$ cat src/rtl/comp_seq_ctrl_pkg.sv
// Shared definitions for the digit-serial comparator sequencer:
// state encodings, slice width, result struct and index-width helper.
package comp_seq_ctrl_pkg;

    localparam logic [1:0] ST_IDLE = 2'b00;
    localparam logic [1:0] ST_RUN  = 2'b01;
    localparam logic [1:0] ST_DONE = 2'b10;

    localparam int DIG_W = 2;

    typedef struct packed {
        logic l;
        logic e;
        logic g;
    } lge_t;

    // A single-digit operand still needs a 1-bit index register.
    function automatic int idx_w(input int ndig);
        return (ndig > 1) ? $clog2(ndig) : 1;
    endfunction

endpackage

$ cat src/rtl/comp_2bit.sv
// 2-bit magnitude comparator slice: exactly one of l/e/g is high.
module comp_2bit (
    input  logic [1:0] a,
    input  logic [1:0] b,
    output logic       l,
    output logic       e,
    output logic       g
);

    assign l = (a < b);
    assign e = (a == b);
    assign g = (a > b);

endmodule

$ cat src/rtl/comp_seq_ctrl.sv
// Compares two WIDTH-bit operands MSB-first through one shared 2-bit slice,
// one digit per clock, stopping at the first unequal digit.
module comp_seq_ctrl
    import comp_seq_ctrl_pkg::*;
#(
    parameter int WIDTH = 8
) (
    input  logic             clk,
    input  logic             rst,
    input  logic             start,
    input  logic [WIDTH-1:0] a,
    input  logic [WIDTH-1:0] b,
    output logic             busy,
    output logic             done,
    output logic             l,
    output logic             e,
    output logic             g
);

    localparam int NDIG = WIDTH / 2;
    localparam int IW   = idx_w(NDIG);

    logic [1:0]       state;
    logic [IW-1:0]    idx;
    logic [WIDTH-1:0] opa;
    logic [WIDTH-1:0] opb;
    lge_t             res;
    logic             done_q;
    logic [DIG_W-1:0] dig_a;
    logic [DIG_W-1:0] dig_b;
    logic             sl;
    logic             se;
    logic             sg;

    assign dig_a = opa[idx*DIG_W +: DIG_W];
    assign dig_b = opb[idx*DIG_W +: DIG_W];

    comp_2bit u_slice (
        .a (dig_a),
        .b (dig_b),
        .l (sl),
        .e (se),
        .g (sg)
    );

    always_ff @(posedge clk or posedge rst) begin
        if (rst) begin
            state  <= ST_IDLE;
            idx    <= '0;
            opa    <= '0;
            opb    <= '0;
            res    <= '0;
            done_q <= 1'b0;
        end else begin
            done_q <= 1'b0;
            case (state)
                ST_IDLE: begin
                    if (start) begin
                        opa   <= a;
                        opb   <= b;
                        res   <= '0;
                        idx   <= IW'(NDIG - 1);
                        state <= ST_RUN;
                    end
                end
                ST_RUN: begin
                    // First unequal digit decides; all-equal falls through to e.
                    if (sl || sg) begin
                        res    <= '{l: sl, e: 1'b0, g: sg};
                        done_q <= 1'b1;
                        state  <= ST_DONE;
                    end else if (se && idx == '0) begin
                        res.e  <= 1'b1;
                        done_q <= 1'b1;
                        state  <= ST_DONE;
                    end else if (se) begin
                        idx <= idx - IW'(1);
                    end
                end
                ST_DONE: state <= ST_IDLE;
                default: state <= ST_IDLE;
            endcase
        end
    end

    assign busy = (state != ST_IDLE);
    assign done = done_q;
    assign l    = res.l;
    assign e    = res.e;
    assign g    = res.g;

endmodule
$ cat config.mk
export PLATFORM = sky130hd
export DESIGN_NAME = comp_seq_ctrl
export DESIGN_NICKNAME = d
export VERILOG_FILES = /design/src/rtl/comp_seq_ctrl_pkg.sv /design/src/rtl/comp_2bit.sv /design/src/rtl/comp_seq_ctrl.sv
export SDC_FILE = /design/constraint.sdc
export NUM_CORES = 1
export LEC_CHECK = 0
export CAP_MARGIN = 20
export CORE_UTILIZATION = 49
export DETAILED_ROUTE_END_ITERATION = 12
export PLACE_DENSITY = 0.8
export SLEW_MARGIN = 15
export SYNTH_ARGS = -nofsm -noshare
export SYNTH_HDL_FRONTEND = slang
export SYNTH_SLANG_ARGS = --single-unit
$ cat constraint.sdc
create_clock -name clk -period 2.2 [get_ports clk]
set_input_delay 0.22 -clock clk [delete_from_list [all_inputs] [get_ports clk]]
set_output_delay 0.22 -clock clk [all_outputs]
set_load 0.01 [all_outputs]
==> results of run 1 <==
==> cell families after synthesis <==
| kind of cell | after synthesis | share of synthesized area |
|---|---|---|
| flip-flops | 24 | 0.536 |
| adder cells (fa/ha/maj) | 3 | 0.0335 |
| buffers and inverters | 10 | 0.0413 |
| multiplexers | 22 | 0.259 |
| AO/OA/AOI/OAI | 5 | 0.0290 |
| AND/OR/NAND/NOR | 18 | 0.102 |
==> what timing repair did <==
item	CTS	global route
resized for setup	0	1
setup buffers	0	0
endpoints found under the setup margin	0	4
==> flip-flops by register name, indices dropped and copies added, names as in the netlist <==
| signal | count |
|---|---|
| done | 1 |
| opa | 8 |
| opb | 8 |
| idx | 2 |
| e | 1 |
| l | 1 |
| state | 2 |
| g | 1 |
==> cell usage in the layout (no fill, tap or decap) <==
cell type,instances
nand3_1,2
clkbuf_4,3
a31o_2,1
or2_2,1
buf_4,3
dfrtp_2,1
o41ai_1,1
mux4_2,4
clkbuf_8,1
mux2_2,16
ha_1,3
dfrtp_1,23
nor2b_1,2
a21oi_1,2
nand2b_2,1
o21ai_0,1
nor2_1,5
nor3_1,2
clkdlybuf4s50_1,23
nand2_1,2
nor3b_2,1
nand2b_1,1
mux2i_1,2
nor4_4,1
inv_1,7
==> power by group through the flow <==
stage	registers (mW)	clock network, mW	logic (mW)
global route	0.801	0.258	0.981
CTS	0.780	0.241	0.887
finish	0.779	0.229	0.872
detailed placement	0.792	0	0.885
floorplan	0.748	0	0.687
global placement	0.789	0	0.848
==> cell type report <==
type                    count  area, sq um  area share
clock buffers               4         36.3      0.0255
well taps                  27         33.8      0.0237
flip-flops and latches     24          602       0.422
multi-input cells          48          474       0.333
repair buffers             26          253       0.177
inverters                   7         26.3      0.0184
==> routing by layer <==
layer,vias up,share of wire,wire length (um),GRT usage
met5,-,0,0,0
met4,0,0.017,30,0.0857
met3,3,0.045,79,0.0463
met2,23,0.50,876,0.302
met1,342,0.44,771,0.189
li1,341,-,-,-
==> through the flow <==
stage	util	cells	hold WS (ns)
final	0.691	136	0.231
after global routing	0.691	136	0.244
after CTS	0.691	136	0.227
after detailed placement	0.673	132	0.495
after global placement	0.673	132	0.494
after floorplan	-	82	0.235
==> worst register-to-register path, cell delays in order, from the launching register on <==
cell     delay (ns)
dfrtp_2        0.48
mux4_2         0.52
ha_1           0.30
nand2_1        0.13
nor4_4         0.33
mux2i_1        0.24
==> worst paths after layout <==
path / from / endpoint / slack (ns) / depth (start not counted)
setup / recovery: idx[0] / idx[0] / 0.12 / 5
setup reg to reg: idx[0] / idx[0] / 0.12 / 5
hold reg to reg: opb[1] / opb[1] / 0.52 / 1
min in group clk: b[2] / opb[2] / 0.50 / 2
hold / removal: rst / opb[2] / 0.23 / 3
max in group asynchronous: rst / idx[0] / 1.72 / 3
==> flow_summary.yaml, run 1 <==
outcome:
  status: "complete, no violations"
clock_tree:
  tritoncts: "done"
  cts.hold.buffers_added: 0
  clock_path_buffers: 2
  clk_pin_slew_ns: 0.12
  clk_latency_ns: 0.32
  htreeDepth: 1
  cts_buffers: 3
  clock_sinks: 24
  root_buffer: "clkbuf_4"
place:
  numPortBuffers: 23
  dp_hpwl_um: 1360
  placed_cell_area_sq_um: 1390
  globalplace.congestion: 0.747
  pre_cts_slack_ns: 0.0567
final_layout:
  final_area_sq_um: 1430
  fillCellCount: 149
  areaGrowthSynthToFinish_pct: 27.1
  final_layout_size_suffix_gt1_frac: 0.303
  diodes: 0
  final_nets: 132
drt:
  drt-initial-drc-count: 9
  firstDrtPassIters: 4
  ant_nets: 0
  detail_route.wl_per_cell_um: 12.9
  num_vias: 709
  drt_wl_total_um: 1760
  routed_via_density: 5.21
  drc: 0
yosys:
  synth_top_cell_by_area: "dfrtp_1"
  synth-seq-area-share: 0.536
  yosys_warnings: 0
  synth_most_common_cell: "dfrtp_1"
  netlist_area_sq_um: 1120
  synth_cell_type_count: 22
  synth_common_cells: "dfrtp_1 (24), mux2_2 (16), inv_1 (7)"
  synth-async-reset-ratio: 1.00
  synth_area_per_cell_sq_um: 13.7
  synthCells: 82
  yosys-top-cells-area: "dfrtp_1 (54%), mux2_2 (16%), mux4_2 (8.0%), ha_1 (3.3%), inv_1 (2.3%)"
  synth.net_count: 104
  synth_top_area_frac: 0.536
  ys_seq_elements: 24
  synthFlopType: "dfrtp_1"
  synth_edf_count: 0
worst_setup_path:
  path_delay_family: "multiplexers"
  cp.required_ns: 2.44
  worstPathArrival_ns: 2.32
  crit_type: "flip-flop to flip-flop"
  worst-path-buf-inv: 0
  worst_setup_path_start_kind: "flip-flop"
  crit_path_max_fanout: 7
  end_kind: "flip-flop"
  path_cells: "mux4_2, ha_1, nand2_1, nor4_4, mux2i_1"
  crit_path_top_delay_cell: "mux4_2"
  cp_slowest_stage_delay_ns: 0.52
job:
  drv_cap: 0
die:
  die_w_um: 49.8
  num_rows: 16
  num_io_pins: 24
  core-area_sq_um: 2060
  start_util: 0.544
  die_y_um: 49.8
  die_area_sq_um: 2480
power:
  power.internal_mw: 1.25
  comb_power_share: 0.464
  seqPwrFrac: 0.414
  swShare: 0.333
  p_leak_nw: 0.618
  p_total_mw: 1.88
  peakVddDrop_v: 0.000774
  power-per-cell-area_nw_per_um2: 1320
  pwr-share-clk: 0.122
  p_sw_uw: 627
sta:
  slew-limit-headroom: 0.787
  min_period_ns: 2.08
  setup_viol: 0
  finalCritPeriodShare: 0.944
  rsz0062_at_grt: "false"
  fmax_mhz: 482
  setup_ws_ns: 0.124
  tightest_slew_ns: 0.320
  hold_viol: 0
  finClkSkew_ns: 0.00195
  finalMaxSlewViolations: 0
  setup_tns_ns: 0
grt:
  grt_max_degree: 25
  antenna_found_initial: 0
  grt_pass1_vias: 743
  grt_overflow_total: 0
  grt_pass1_wl_um: 3140
  track_usage: 0.172
hold_path:
  min_path_type: "input pin to asynchronous set/reset pin"
No activity file was read; power rests on OpenSTA's default activity.
==> run 2: changes to the inputs <==
Settings changed: SYNTH_HIERARCHICAL from default to 1.
==> run 2 against run 1 <==
  * Combinational power increased by 58%
  * Sequential power about the same
  * Utilization increased by 2.2 points
  * Count of clock-buffer cells in the layout decreased by 1
  * First-iteration DRC count decreased by 33%
  * Worst hold slack improved by 0.018 ns
  * Synthesized cell count unchanged
  * Via count increased by 6.2%
  * Register-to-register slack got worse by 0.096 ns
  * Clock power decreased by 20%
  * Flip-flop and latch count unchanged
  * Critical path type unchanged
  * Critical endpoint is now e
  * Largest power group unchanged
==> flow_summary.yaml, run 2 <==
clock_tree:
  clock_sinks: 24
  clk_pin_slew_ns: 0.12
  clk_latency_ns: 0.30
  tritoncts: "done"
  root_buffer: "clkbuf_4"
  clock_path_buffers: 2
  htreeDepth: 1
  cts_buffers: 3
yosys:
  yosys_warnings: 6
  synth_common_cells: "dfrtp_1 (24), mux2_2 (16), inv_1 (7)"
  netlist_area_sq_um: 1120
  synth_top_area_frac: 0.534
  synth.net_count: 104
  ys_seq_elements: 24
  synthCells: 82
  yosys-top-cells-area: "dfrtp_1 (53%), mux2_2 (16%), mux4_2 (8.0%), ha_1 (3.3%), inv_1 (2.3%)"
  synth_edf_count: 0
  synth_most_common_cell: "dfrtp_1"
  synth_area_per_cell_sq_um: 13.7
  synth-seq-area-share: 0.534
  synthFlopType: "dfrtp_1"
  synth-async-reset-ratio: 1.00
  synth_cell_type_count: 20
  synth_top_cell_by_area: "dfrtp_1"
worst_setup_path:
  crit_path_max_fanout: 5
  path_cells: "mux4_2, ha_1, and2_4, a21oi_4, nor2_4, buf_4, o221a_2"
  worst_setup_path_start_kind: "flip-flop"
  worst-path-buf-inv: 1
  path_delay_family: "multiplexers"
  crit_type: "flip-flop to flip-flop"
  worstPathArrival_ns: 2.38
  cp.required_ns: 2.40
  crit_path_top_delay_cell: "mux4_2"
  cp_slowest_stage_delay_ns: 0.52
  end_kind: "flip-flop"
outcome:
  status: "complete, no violations"
power:
  p_leak_nw: 0.659
  p_total_mw: 2.34
  pwr-share-clk: 0.078
  swShare: 0.350
  comb_power_share: 0.589
  power.internal_mw: 1.52
  seqPwrFrac: 0.333
  power-per-cell-area_nw_per_um2: 1590
  p_sw_uw: 821
  peakVddDrop_v: 0.000936
die:
  die_y_um: 49.9
  die_w_um: 49.9
  num_io_pins: 24
  num_rows: 16
  start_util: 0.546
  die_area_sq_um: 2490
  core-area_sq_um: 2060
final_layout:
  fillCellCount: 145
  areaGrowthSynthToFinish_pct: 30.8
  top_regs: "opa (8), opb (8)"
  final_layout_size_suffix_gt1_frac: 0.369
  diodes: 0
  final_cell_mix: "dfrtp_1 (23), clkdlybuf4s50_1 (23), mux2_2 (16), buf_4 (6), inv_1 (5)"
  final_cells: 138
  final_util: 0.714
  final_nets: 135
sta:
  slew-limit-headroom: 0.795
  tightest_slew_ns: 0.307
  hold_viol: 0
  finClkSkew_ns: 0.00170
  min_period_ns: 2.17
  finalMaxSlewViolations: 0
  fmax_mhz: 460
  rsz0062_at_grt: "true"
  setup_viol: 0
  finalCritPeriodShare: 0.987
drt:
  drc: 0
  detail_route.wl_per_cell_um: 14.6
  routed_via_density: 5.46
  num_vias: 753
  drt-initial-drc-count: 6
  drt_wl_total_um: 2010
  firstDrtPassIters: 4
  ant_nets: 0
grt:
  antenna_found_initial: 0
  grt_pass1_vias: 786
  grt_max_degree: 25
  grt_pass1_wl_um: 3350
  track_usage: 0.186
  grt_overflow_total: 0
place:
  globalplace.congestion: 0.754
  dp_hpwl_um: 1480
  dpl.cell_count: 134
  numPortBuffers: 23
job:
  drv_cap: 0
hold_path:
  min_path_type: "input pin to asynchronous set/reset pin"
run 2: through the flow:
| stage | area [sq um] | hold slack (ns) | setup WS [ns] | setup TNS (ns) |
|---|---|---|---|---|
| after global placement | 1400 | 0.484 | -0.00905 | -0.0139 |
| final | 1470 | 0.249 | 0.0279 | 0 |
| after global routing | 1470 | 0.305 | -0.0489 | -0.119 |
| after detailed placement | 1400 | 0.499 | -0.123 | -0.331 |
| after floorplan | 1130 | 0.235 | 0.0518 | 0 |
| after CTS | 1430 | 0.246 | 0.00148 | 0 |
run 2: path summary, 6_finish.rpt:
check	from	endpoint	slack, ns	cells after the start
worst max-delay path	idx[0]	e	0.03	7
worst min-delay path	rst	opa[0]	0.25	3
worst max register to register	idx[0]	e	0.03	7
worst min register to register	opa[1]	opa[1]	0.52	1
max in group asynchronous	rst	idx[0]	1.70	3
min in group clk	start	state[0]	0.51	3
run 2: cell families after synthesis:
kind of cell    share of synthesized area
compound gates                     0.0478
fa+ha+maj                          0.0334
mux                                 0.258
simple gates                       0.0790
buf+inv                            0.0478
flops                               0.534
run 2: area by class of cell:
type                    instances  area [sq um]  area share
flip-flops and latches         24           602       0.409
multi-input cells              48           512       0.348
repair buffers                 29           275       0.187
well taps                      27          33.8      0.0230
inverters                       7          26.3      0.0179
clock buffers                   3          22.5      0.0153
run 2: per-layer routing:
layer / track usage / vias up / wire, um
li1: - / 349 / -
met1: 0.216 / 367 / 812
met2: 0.304 / 31 / 1040
met3: 0.0432 / 6 / 108
met4: 0.124 / 0 / 50
met5: 0 / - / 0
run 2: power groups by stage:
stage          clock, mW  sequential (mW)  combinational, mW
2_1_floorplan          0            0.742              0.765
3_3_place_gp           0            0.780               1.01
3_5_place_dp           0            0.788               1.08
4_1_cts            0.192            0.780               1.15
5_1_grt            0.202            0.803               1.47
6_report           0.183            0.779               1.38
run 2: repair_timing:
action | in CTS | in global routing
pin swaps | 2 | 4
gates resized for setup | 3 | 6
hold buffers | 0 | 0
endpoints found under the hold margin | 0 | 0
setup buffers | 0 | 1
endpoints found under the setup margin | 4 | 3
run 2: tightest hold or removal path: cells and delay by family:
family | cells | cell delay (ns)
buffers and inverters | 3 | 0.74
==> variant, RTL diff (flow settings as in run 1) <==
The parameter `WIDTH` goes from 8 to 12.
--- a/src/rtl/comp_seq_ctrl.sv
+++ b/src/rtl/comp_seq_ctrl.sv
@@ -3,7 +3,7 @@
 module comp_seq_ctrl
     import comp_seq_ctrl_pkg::*;
 #(
-    parameter int WIDTH = 8
+    parameter int WIDTH = 12
 ) (
     input  logic             clk,
     input  logic             rst,
Interface: changed (resized a and b); port bits go from 24 to 32. No check against the original RTL was run, so the function may have changed too.
==> variant against run 1 <==
The flow now finishes with violations (setup timing); area after synthesis grew 48%; setup slack worse by 0.15 ns; routed wire length grew 86%; clock skew grew 0.0079 ns; sequential cell count grew 9; cell area increased by 55%; critical path depth rose by 4; total power is 76% higher.
==> variant: results (changes against run 1) <==
- Commonest cells post-synth: dfrtp_1 (33), mux2_4 (16), mux2_2 (8), nand2_1 (7), a21oi_1 (6) (was dfrtp_1 (24), mux2_2 (16), inv_1 (7), nor2_1 (5), mux4_2 (4))
- Flop pwr share: 32.7% (was 41.4%)
- Routed wire per std cell: 15.7 um (was 12.9 um)
- Setup TNS: -0.0324 ns (was 0 ns)
- Slew @ Worst Pin: 0.567 ns (was 0.320 ns)
- Non-clock buffer share: 18.4% (was 17.7%)
- Nonclk inv count: 5 (was 7)
- Final setup fails: 2 (was 0)
- Status: finished, violations left (was complete, no violations)
- Setup bufs post-CTS: 1 (was 0)
- Clock buffers: 7 (was 4)
- Multi-In Gates: 75 (was 48)
- Pleak: 1.01 nW (was 0.618 nW)
- CTS Buf Count: 5 (was 3)
- Syn_area_per_cell: 14.3 sq um (was 13.7 sq um)
- Worst-Skew Late Latency: 0.34 ns (was 0.32 ns)
- Worst R2R Path Depth: 9 (was 5)
- Setup ws final: -0.0285 ns (was 0.124 ns)
- Dpl cell area: 2050 sq um (was 1390 sq um)
- Met3 Wirelength: 123 um (was 79 um)
- Worst VDD drop: 0.740 mV (was 0.774 mV)
- Violated checks: setup timing
- CTS H-tree depth: 2 (was 1)
- Area of the multi-input gates: 851 sq um (was 474 sq um)
- WP data arrival: 2.49 ns (was 2.32 ns)
- Final Power: 3.31 mW (was 1.88 mW)
- Largest net degree at the start of global routing: 34 (was 25)
[variant: cell count changes after synthesis, sizes merged, moves of 3 or more]
| cell | change |
|---|---|
| nand2 | +5 |
| mux2i | +3 |
| a21oi | +4 |
| dfrtp | +9 |
| mux2 | +8 |
[variant: routing by layer]
metal,vias to the layer above,GRT usage [%]
li1,511,-
met1,546,24.6
met2,35,35.6
met3,7,4.55
met4,0,9.97
met5,-,0
[variant: cell families after synthesis]
family	Yosys count	share of synthesized area [%]
buffers and inverters	8	3.84
muxes	33	28.3
AOI/OAI and AO/OA	15	5.95
DFF	33	49.7
and+or+nand+nor	23	9.19
adders and majority gates	4	3.01
[variant: worst max path at each step]
stage / start / endpoint / depth (start not counted)
global route: idx[0] / idx[0] / 9
CTS: idx[0] / idx[0] / 9
global placement: idx[0] / l / 7
finish: idx[0] / idx[0] / 9
detailed placement: idx[0] / l / 7
floorplan: idx[0] / idx[2] / 9
